===== config.mk =====
export PLATFORM = sky130hd
export DESIGN_NAME = adder_tree_accumulator
export DESIGN_NICKNAME = d
export VERILOG_FILES = /design/src/rtl/adder_tree_accumulator.sv
export SDC_FILE = /design/constraint.sdc
export NUM_CORES = 1
export LEC_CHECK = 0
export ABC_CLOCK_PERIOD_IN_PS = 2800
export BUFFER_PORTS_ARGS = -buffer_cell sky130_fd_sc_hd__buf_2
export CAP_MARGIN = 20
export CELL_PAD_IN_SITES_DETAIL_PLACEMENT = 0
export CELL_PAD_IN_SITES_GLOBAL_PLACEMENT = 2
export CORE_ASPECT_RATIO = 0.9
export CORE_MARGIN = 2
export CORE_UTILIZATION = 30
export CTS_CLUSTER_SIZE = 40
export DETAILED_ROUTE_END_ITERATION = 7
export PLACE_DENSITY = 0.81
export RECOVER_POWER = 100
export SLEW_MARGIN = 20
export SYNTH_ARGS = -nofsm -noshare
export SYNTH_HDL_FRONTEND = slang
export SYNTH_SLANG_ARGS = --single-unit
export TNS_END_PERCENT = 20

===== constraint.sdc =====
create_clock -name clk -period 2.8 [get_ports clk]
set_input_delay 0.42 -clock clk [delete_from_list [all_inputs] [get_ports clk]]
set_output_delay 0.42 -clock clk [all_outputs]
set_load 0.01 [all_outputs]

===== src/rtl/adder_tree_accumulator.sv =====
// Frame accumulator behind the pipelined adder tree: sums 2**COUNT_LOG2 samples (or a flushed
// partial frame) and holds the total on a valid/ready port. Define ACCUM_AVERAGE_EN for rounded average output.
module adder_tree_accumulator #(
   parameter int unsigned IN_WIDTH   = 15,
   parameter int unsigned COUNT_LOG2 = 3,
   parameter int unsigned OUT_WIDTH  = IN_WIDTH + COUNT_LOG2
) (
   input  logic                  clk,
   input  logic                  rst,
   input  logic                  in_valid,
   input  logic [IN_WIDTH-1:0]   in_sum,
   output logic                  in_ready,
   input  logic                  flush,
   output logic                  out_valid,
   input  logic                  out_ready,
   output logic [OUT_WIDTH-1:0]  out_sum,
   output logic [COUNT_LOG2:0]   out_count
);

   localparam int unsigned CNT_WIDTH = COUNT_LOG2 + 1;
   localparam logic [CNT_WIDTH-1:0] FRAME_LEN = CNT_WIDTH'(1) << COUNT_LOG2;

   typedef enum logic {ST_ACCUM, ST_HOLD} state_t;

   state_t                state;
   logic [OUT_WIDTH-1:0]  acc;
   logic [CNT_WIDTH-1:0]  cnt;

   logic                  accept;
   logic                  transfer;
   logic                  open_frame;
   logic                  close_frame;
   logic [OUT_WIDTH-1:0]  base_acc;
   logic [CNT_WIDTH-1:0]  base_cnt;
   logic [OUT_WIDTH-1:0]  sum_next;
   logic [CNT_WIDTH-1:0]  cnt_next;
   logic [OUT_WIDTH-1:0]  result;

   // HOLD passes downstream readiness through so a frame boundary costs no bubble
   assign in_ready = (state == ST_ACCUM) || out_ready;
   assign accept   = in_valid && in_ready;
   assign transfer = out_valid && out_ready;

   // A transfer out of HOLD starts a fresh frame in the same cycle
   assign open_frame = (state == ST_ACCUM) || transfer;
   assign base_acc   = (state == ST_HOLD) ? '0 : acc;
   assign base_cnt   = (state == ST_HOLD) ? '0 : cnt;
   assign sum_next   = base_acc + (accept ? OUT_WIDTH'(in_sum) : '0);
   assign cnt_next   = base_cnt + CNT_WIDTH'(accept);

   // Flush only closes a non-empty frame
   assign close_frame = open_frame &&
                        ((accept && (cnt_next == FRAME_LEN)) || (flush && (cnt_next != '0)));

`ifdef ACCUM_AVERAGE_EN
   // Round half up; the total plus half never exceeds OUT_WIDTH
   localparam logic [OUT_WIDTH-1:0] HALF = OUT_WIDTH'(1) << (COUNT_LOG2 - 1);
   logic [OUT_WIDTH-1:0] rounded;
   assign rounded = sum_next + HALF;
   assign result  = rounded >> COUNT_LOG2;
`else
   assign result = sum_next;
`endif

   always_ff @(posedge clk) begin
      if (rst) begin
         state     <= ST_ACCUM;
         out_valid <= 1'b0;
         out_sum   <= '0;
         out_count <= '0;
         acc       <= '0;
         cnt       <= '0;
      end else if (open_frame) begin
         if (close_frame) begin
            state     <= ST_HOLD;
            out_valid <= 1'b1;
            out_sum   <= result;
            out_count <= cnt_next;
            acc       <= '0;
            cnt       <= '0;
         end else begin
            state     <= ST_ACCUM;
            out_valid <= 1'b0;
            acc       <= sum_next;
            cnt       <= cnt_next;
         end
      end
   end

endmodule


-- Word level (Yosys, flattened, before mapping)
Index checks and enable logic that the tools add are counted.
- $add $sub $neg: 2
- multiply operators: 0
- divide/modulo/power cells: 0
- magnitude comparators: 0
- eq/ne operators: 1
- shifts and indexed selects: 0
- multiplexer cells: 6
- bitwise operators: 1
- reductions and logical operators: 10
- operator list (operator ; number):
    $mux W18 ; 2
    $add A18 B15 Y18 ; 1
    $mux W15 ; 1
    $mux W4 ; 2
    $logic_and A1 B1 Y1 ; 5
    $add A4 B1 Y4 ; 1
    $eq A4 B4 Y1 const B ; 1
    $reduce_bool A4 Y1 ; 1
    $logic_or A1 B1 Y1 ; 3
    $reduce_and A2 Y1 ; 1
    $mux W1 ; 1
    $not A1 Y1 ; 1
- register bits after elaboration: 45
- bits in latches: 0
- memory bits (writable): 0
- ROM bits: 0
- input port bits: 20
- output and inout bits: 24
- word-level logic and storage cells: 25
- memories kept: 0

-- Logic depth before layout (Yosys ltp)
Gate-level depths: netlist (run 1).
- depth in word-level cells: 9
- mapped depth: 16
- mapped depth without buffers: 13

-- Least setup slack after synthesis (run 1)
Ideal clock, no wire load.
- kind: flip-flop to flip-flop
- start point: reg state
- end point: reg out_sum[16]
- setup time: 0.086 ns
- data arrival time: 2.985 ns
- required time: 2.714 ns
- path slack: -0.271 ns
- cell stages (with the launch flop): 17
- path buffers: 3
- clock period less this slack: 3.071 ns
- cell sequence: dfxtp_1 > buf_4 > and2b_1 > buf_6 > inv_4 > clkbuf_1 > and3_1 > ha_1 > inv_1 > fa_1 > nor2b_1 > o2111ai_1 > nand2_1 > a31oi_1 > a211oi_1 > xnor2_1 > a211oi_1
- cells in the longest elaborated chain, start to end: 9
- elaborated cells on any way between the ends: 17
- classes of those cells: add/sub: 2; eq/ne: 1; mux: 3; bitwise: 1; reduce/logical: 10
- RTL lines (element ; line ; RTL):
    from (decl) ; 25 ; state_t state;
    from (signal assigned) ; 67 ; state <= ST_ACCUM;
    from (signal assigned) ; 75 ; state <= ST_HOLD;
    from (signal assigned) ; 82 ; state <= ST_ACCUM;
    $not A1 Y1 ; 40, 45 ;
    $logic_or A1 B1 Y1 ; 40 ; assign in_ready = (state == ST_ACCUM) || out_ready;
    $logic_and A1 B1 Y1 ; 41 ; assign accept = in_valid && in_ready;
    $add A4 B1 Y4 ; 49 ; assign cnt_next = base_cnt + CNT_WIDTH'(accept);
    $eq A4 B4 Y1 / $reduce_bool A4 Y1 (equally long branches) ; 53 ; ((accept && (cnt_next == FRAME_LEN)) || (flush && (cnt_next != '0)));
    $logic_and A1 B1 Y1 ; 53 ;
    $logic_or A1 B1 Y1 ; 53 ;
    $logic_and A1 B1 Y1 ; 52 ; assign close_frame = open_frame &&
    $reduce_and A2 Y1 (no source line) ; -- ;
    to (signal assigned) ; 77 ; out_sum <= result;
    to (decl) ; 16 ; output logic [OUT_WIDTH-1:0] out_sum,
Parallel ways exist; a longest one is shown, timed or not.
A chain may end at the register's enable or synchronous reset.

-- Worst setup path in the final report (run 1)
- start point: reg state
- end point: reg out_sum[15]
The elaborated chain is that of the path after synthesis.

==> results of run 1 <==
state kept, by name, indices dropped and copies added (netlist names):
register / flops
acc: 18
out_sum: 18
cnt: 4
out_count: 4
state: 1
worst max-delay path, stage by stage, from the launching register on:
cell and delay (ns):
dfxtp_2 0.33, and2b_2 0.22, inv_6 0.11, and3_4 0.21
ha_4 0.20, a21o_1 0.19, a31o_2 0.22, o21ai_1 0.13
o211ai_1 0.19, a311oi_4 0.36, nor4_1 0.11, a311o_1 0.28
routing by layer:
metal,wire length [µm],up-vias
met5,0,-
met3,239,12
met2,3660,46
li1,-,1384
met4,82,0
met1,3900,1273
synth_stat cells, drive strengths merged (5+ instances only):
library cell,n
nand2,54
dfxtp,45
a21oi,35
nor2,24
nor2b,24
and3,18
ha,17
nand3,15
clkbuf,12
xnor2,10
buf,7
inv,7
a211oi,6
a21o,5
a22oi,5
nand3b,5
xor2,5
through the flow:
stage	util	area [µm²]	hold slack (ns)
after floorplan	-	2840	0.427
after global placement	0.409	3550	0.434
after detailed placement	0.409	3550	0.441
after CTS	0.418	3630	0.451
after global routing	0.420	3650	0.467
final	0.420	3650	0.451
logic make-up (layout without fill, tap and decap cells):
kind of cell               Yosys count  count (layout)  synth area share
adders and majority gates           18              18            0.0855
xor gates and xnor gates            15              15            0.0483
and+or+nand+nor                    159             159             0.297
muxes                                1               1           0.00414
DFF                                 45              45             0.331
AOI/OAI and AO/OA                   78              78             0.189
buffers and inverters               26             118            0.0446
worst paths after layout:
path,end,depth (start not counted),from,slack [ns]
setup / recovery,out_sum[15],11,state,0.14
hold / removal,acc[5],2,acc[5],0.45
setup reg to reg,out_sum[15],11,state,0.14
hold reg to reg,acc[5],2,acc[5],0.45
cell type report:
| cell class | count | area (µm²) |
|---|---|---|
| fill | 921 | 5040 |
| multi-input combinational | 271 | 1840 |
| sequential | 45 | 902 |
| timing repair buffer | 103 | 641 |
| tap | 119 | 149 |
| clock buffer | 6 | 72.6 |
| inverter | 7 | 31.3 |
| clock inverter | 2 | 10.0 |
power groups by stage:
stage,logic [W],clock network (W),registers [W]
after global placement,0.000556,0,0.000727
after global routing,0.000621,0.000457,0.000721
final,0.000561,0.000411,0.000715
after detailed placement,0.000563,0,0.000729
after floorplan,0.000324,0,0.000741
after CTS,0.000566,0.000424,0.000714
==> results.cfg, run 1 <==
[timing]
drv_slew = 0
fin_setup_tns_ns = 0
final-setup-viol-count = 0
fin_ws_ns = 0.144
fin_crit_sh = 0.949
report.final.hold_viol_count = 0
max_freq_mhz = 377
slew_headroom = 0.521
worstMarginPinSlew_ns = 0.715
period_needed_ns = 2.66
rsz0062_at_grt = yes
fin_worst_skew_ns = 0.00487

[clocking]
cts_buffers = 5
clock-sinks = 45
clk_pin_slew_worst_paths_ns = 0.09
ctsResizeCount = 0
cts_tree = done
hold_buffers = 0
cts.path.max_buffers = 2
cts_setup_buffers = 0
clock_latency_ns = 0.30
htree_levels = 2
cts-root-buf = clkbuf_8

[grt]
overflow = 0
grt_busiest_layer = met2
grt_pass1_vias = 2664
grt_max_degree = 28
grt_usage = 0.164
grt_first_pass_wirelength_mm = 13.0
met3_usage = 0.0324
antenna_found_initial = 0
grtUsageMet1 = 0.219
gr-usage-met2 = 0.273

[placement]
routabilityCongestion = 0.866
place_inst = 545
dp_hpwl_mm = 6.01
pre_cts_ws_ns = -0.215
port-buffer-count = 43

[synth]
synth_edf_count = 0
syn_area_per_cell_um2 = 7.96
synth_fp_nets = 380
ys_warn_count = 0
synth.distinct_cells = 50
syn_inst = 342
synth_area_mm2 = 0.00272
ys_ff_latch = 45
yosysTopAreaCellShare = 0.331
yosysSeqAreaShare = 0.331
yosysTopAreaCell = dfxtp_1
async_flop_share = 0
ys_top_cells_by_area = dfxtp_1 33%, ha_1 7.8%, nand2_1 7.3%, a21oi_1 6.4%, nor2b_1 5.5%
synth_ff_type = dfxtp_1

[critical_path]
critPathMaxFanout = 10
crit_type = flop to flop
required_ns = 3.00
endpoint_kind = flop
cp.arrival_ns = 2.85
start_kind = flop

[hold_path]
hold_class = flop to flop

[drt]
avgRoutedWirePerCell_um = 14.3
vias_per_cell = 4.91
dr.pass1.iters = 4
antenna_left = 0
dr.first_iter.drc_count = 56
finalWirelength_mm = 7.88
dr_total_vias = 2715
drc_errors = 0

[pwr]
power_frac_comb = 0.333
power.internal_w = 0.00112
irDropWorstVdd_mv = 0.202
power_w = 0.00169
p_clk_frac = 0.244
p_leak_nw = 1.58
power_switching_share = 0.336
switchingPower_w = 0.000566
p_seq_frac = 0.424
power_density_mw_per_mm2 = 462

[run]
drv_cap = 0

[die]
fp-row-count = 32
dieArea_mm2 = 0.00985
die_w_um = 104
fp.coreArea_mm2 = 0.00869
io_pins = 44
initial_core_util = 0.313
die_h_um = 94.4

[cells_and_area]
antennaDiodeCount = 0
layout_commonest_cell = buf_4
final_cells = 553
area_delta_synth_final_pct = 34.1
final_cell_mix = 56 x buf_4, 53 x nand2_1, 44 x dfxtp_1
nets = 471
drive_above_1_share = 0.265

[run_status]
status = finished clean
(Power assumes the default switching activity.)
==> inputs of run 2 (changes only) <==
ABC_CLOCK_PERIOD_IN_PS = 3000   (was 2800)
CTS_CLUSTER_DIAMETER = 50   (was default)
PLACE_DENSITY = 0.78   (was 0.81)
clock period = 3 ns   (was 2.8 ns; I/O delays follow)
==> run 2 against run 1 <==
  * Die area unchanged
  * Register-to-register slack better by 0.02 ns
  * Worst setup slack better by 0.016 ns
  * Combinational power down 18%
  * Critical endpoint unchanged
  * Largest power group unchanged
==> results.cfg, run 2 (synthesis results as in run 1) <==
[run_status]
status = finished clean

[cells_and_area]
layout_commonest_cell = nand2_1
final_cell_mix = 53 x nand2_1, 45 x dfxtp_1, 35 x buf_4
top_regs = acc (18), out_sum (18)
drive_above_1_share = 0.187
nets = 455
area_delta_synth_final_pct = 24.8
antennaDiodeCount = 0
final_cells = 536

[pwr]
power_density_mw_per_mm2 = 448
power_w = 0.00152
power_switching_share = 0.329
switchingPower_w = 0.000501
power_frac_comb = 0.303
p_clk_frac = 0.259
power.internal_w = 0.00102
p_seq_frac = 0.438
p_leak_nw = 1.49
irDropWorstVdd_mv = 0.203

[timing]
fin_crit_sh = 0.947
max_freq_mhz = 352
worstMarginPinSlew_ns = 0.612
period_needed_ns = 2.84
slew_headroom = 0.591
drv_slew = 0
rsz0062_at_grt = no
report.final.hold_viol_count = 0
final-setup-viol-count = 0
fin_worst_skew_ns = 0.00662

[critical_path]
reg2reg_slack_ns = 0.16
r2r_cells = 11
critPathMaxFanout = 13
endpoint_kind = flop
crit_type = flop to flop
cp.arrival_ns = 3.03
r2r-end = out_sum[15]
required_ns = 3.19
start_kind = flop
crit_chain = and2b_2 -> clkinv_4 -> and3_4 -> ha_1 -> a21o_1 -> a31o_2 -> o21ai_1 -> o211ai_1 -> a311oi_4 -> nor4_1 -> a311o_1
r2r_start = state
slowest_stage = a311oi_4
max_stage_delay_ns = 0.42

[placement]
dp_hpwl_mm = 5.58
routabilityCongestion = 0.847
port-buffer-count = 43
place_inst = 527

[clocking]
clk_pin_slew_worst_paths_ns = 0.09
hold_buffers = 0
cts_buffers = 5
cts_tree = done
cts-root-buf = clkbuf_8
cts.path.max_buffers = 2
htree_levels = 2
clock_latency_ns = 0.30
clock-sinks = 45

[grt]
grt_first_pass_wirelength_mm = 12.4
grt_pass1_vias = 2538
antenna_found_initial = 0
grt_max_degree = 39
grt_usage = 0.159
overflow = 0

[hold_path]
holdPathStages = 2
hold_class = flop to flop
min_from = acc[5]
holdPathEnd = acc[5]

[run]
drv_cap = 0

[die]
fp-row-count = 32
io_pins = 44
die_w_um = 104
initial_core_util = 0.313
die_h_um = 94.4
fp.coreArea_mm2 = 0.00869
dieArea_mm2 = 0.00985

[drt]
antenna_left = 0
drc_errors = 0
dr_total_vias = 2602
dr.first_iter.drc_count = 65
vias_per_cell = 4.85
avgRoutedWirePerCell_um = 14.0
finalWirelength_mm = 7.51
dr.pass1.iters = 4
-- run 2: cell count changes in the layout (fill, tap and decap cells not counted), sizes merged --
cell and change:
clkinv -1, clkbuf +7, buf -22, inv -1
-- run 2: worst max path at each step --
| stage | from | endpoint | slack [ns] | cells past startpoint |
|---|---|---|---|---|
| floorplan | state | out_sum[15] | 0.007 | 14 |
| global placement | out_ready | out_sum[16] | -0.09 | 14 |
| detailed placement | out_ready | out_sum[15] | -0.13 | 12 |
| CTS | state | out_sum[16] | 0.14 | 13 |
| global route | state | out_count[2] | 0.002 | 12 |
| finish | state | out_sum[15] | 0.16 | 11 |
-- run 2: layout make-up --
cell class / instances / area (µm²)
inverter: 7 / 31.3
fill: 950 / 5290
tap: 119 / 149
clock buffer: 7 / 86.3
sequential: 45 / 901
multi-input combinational: 271 / 1730
timing repair buffer: 87 / 495
-- run 2: layer usage --
metal  track usage  wire, µm  vias up
li1              -         -     1354
met1         0.216      3850     1195
met2         0.264      3290       42
met3        0.0331       294       11
met4        0.0304        82        0
met5             0         0        -
-- run 2: worst max-delay path, delay by kind of cell (launching register included) --
family	cells	cell delay [ns]
and+or+nand+nor	3	0.47
buffers and inverters	1	0.12
DFF	1	0.33
adders and majority gates	1	0.30
AOI/OAI and AO/OA	6	1.51
-- run 2: power by group through the flow --
stage	combinational (W)	clock (W)	sequential (W)
CTS	0.000476	0.000416	0.000667
finish	0.000462	0.000395	0.000667
global placement	0.000473	0	0.000679
floorplan	0.000279	0	0.000691
global route	0.000515	0.000435	0.000673
detailed placement	0.000473	0	0.000681
-- run 2: metrics by stage --
step                      utilization  setup WS [ns]  hold slack, ns  area, µm²  setup TNS [ns]
after CTS                       0.391          0.142           0.451       3400               0
final                           0.391          0.160           0.449       3400               0
after detailed placement        0.381         -0.133           0.440       3310          -0.697
after global routing            0.391        0.00208           0.465       3400               0
after global placement          0.381        -0.0853           0.434       3310          -0.486
after floorplan                     -        0.00728           0.427       2730               0
-- run 2: timing repair --
action	CTS	global route
setup buffers	0	2
setup endpoints to repair	0	4
gates resized for setup	0	8
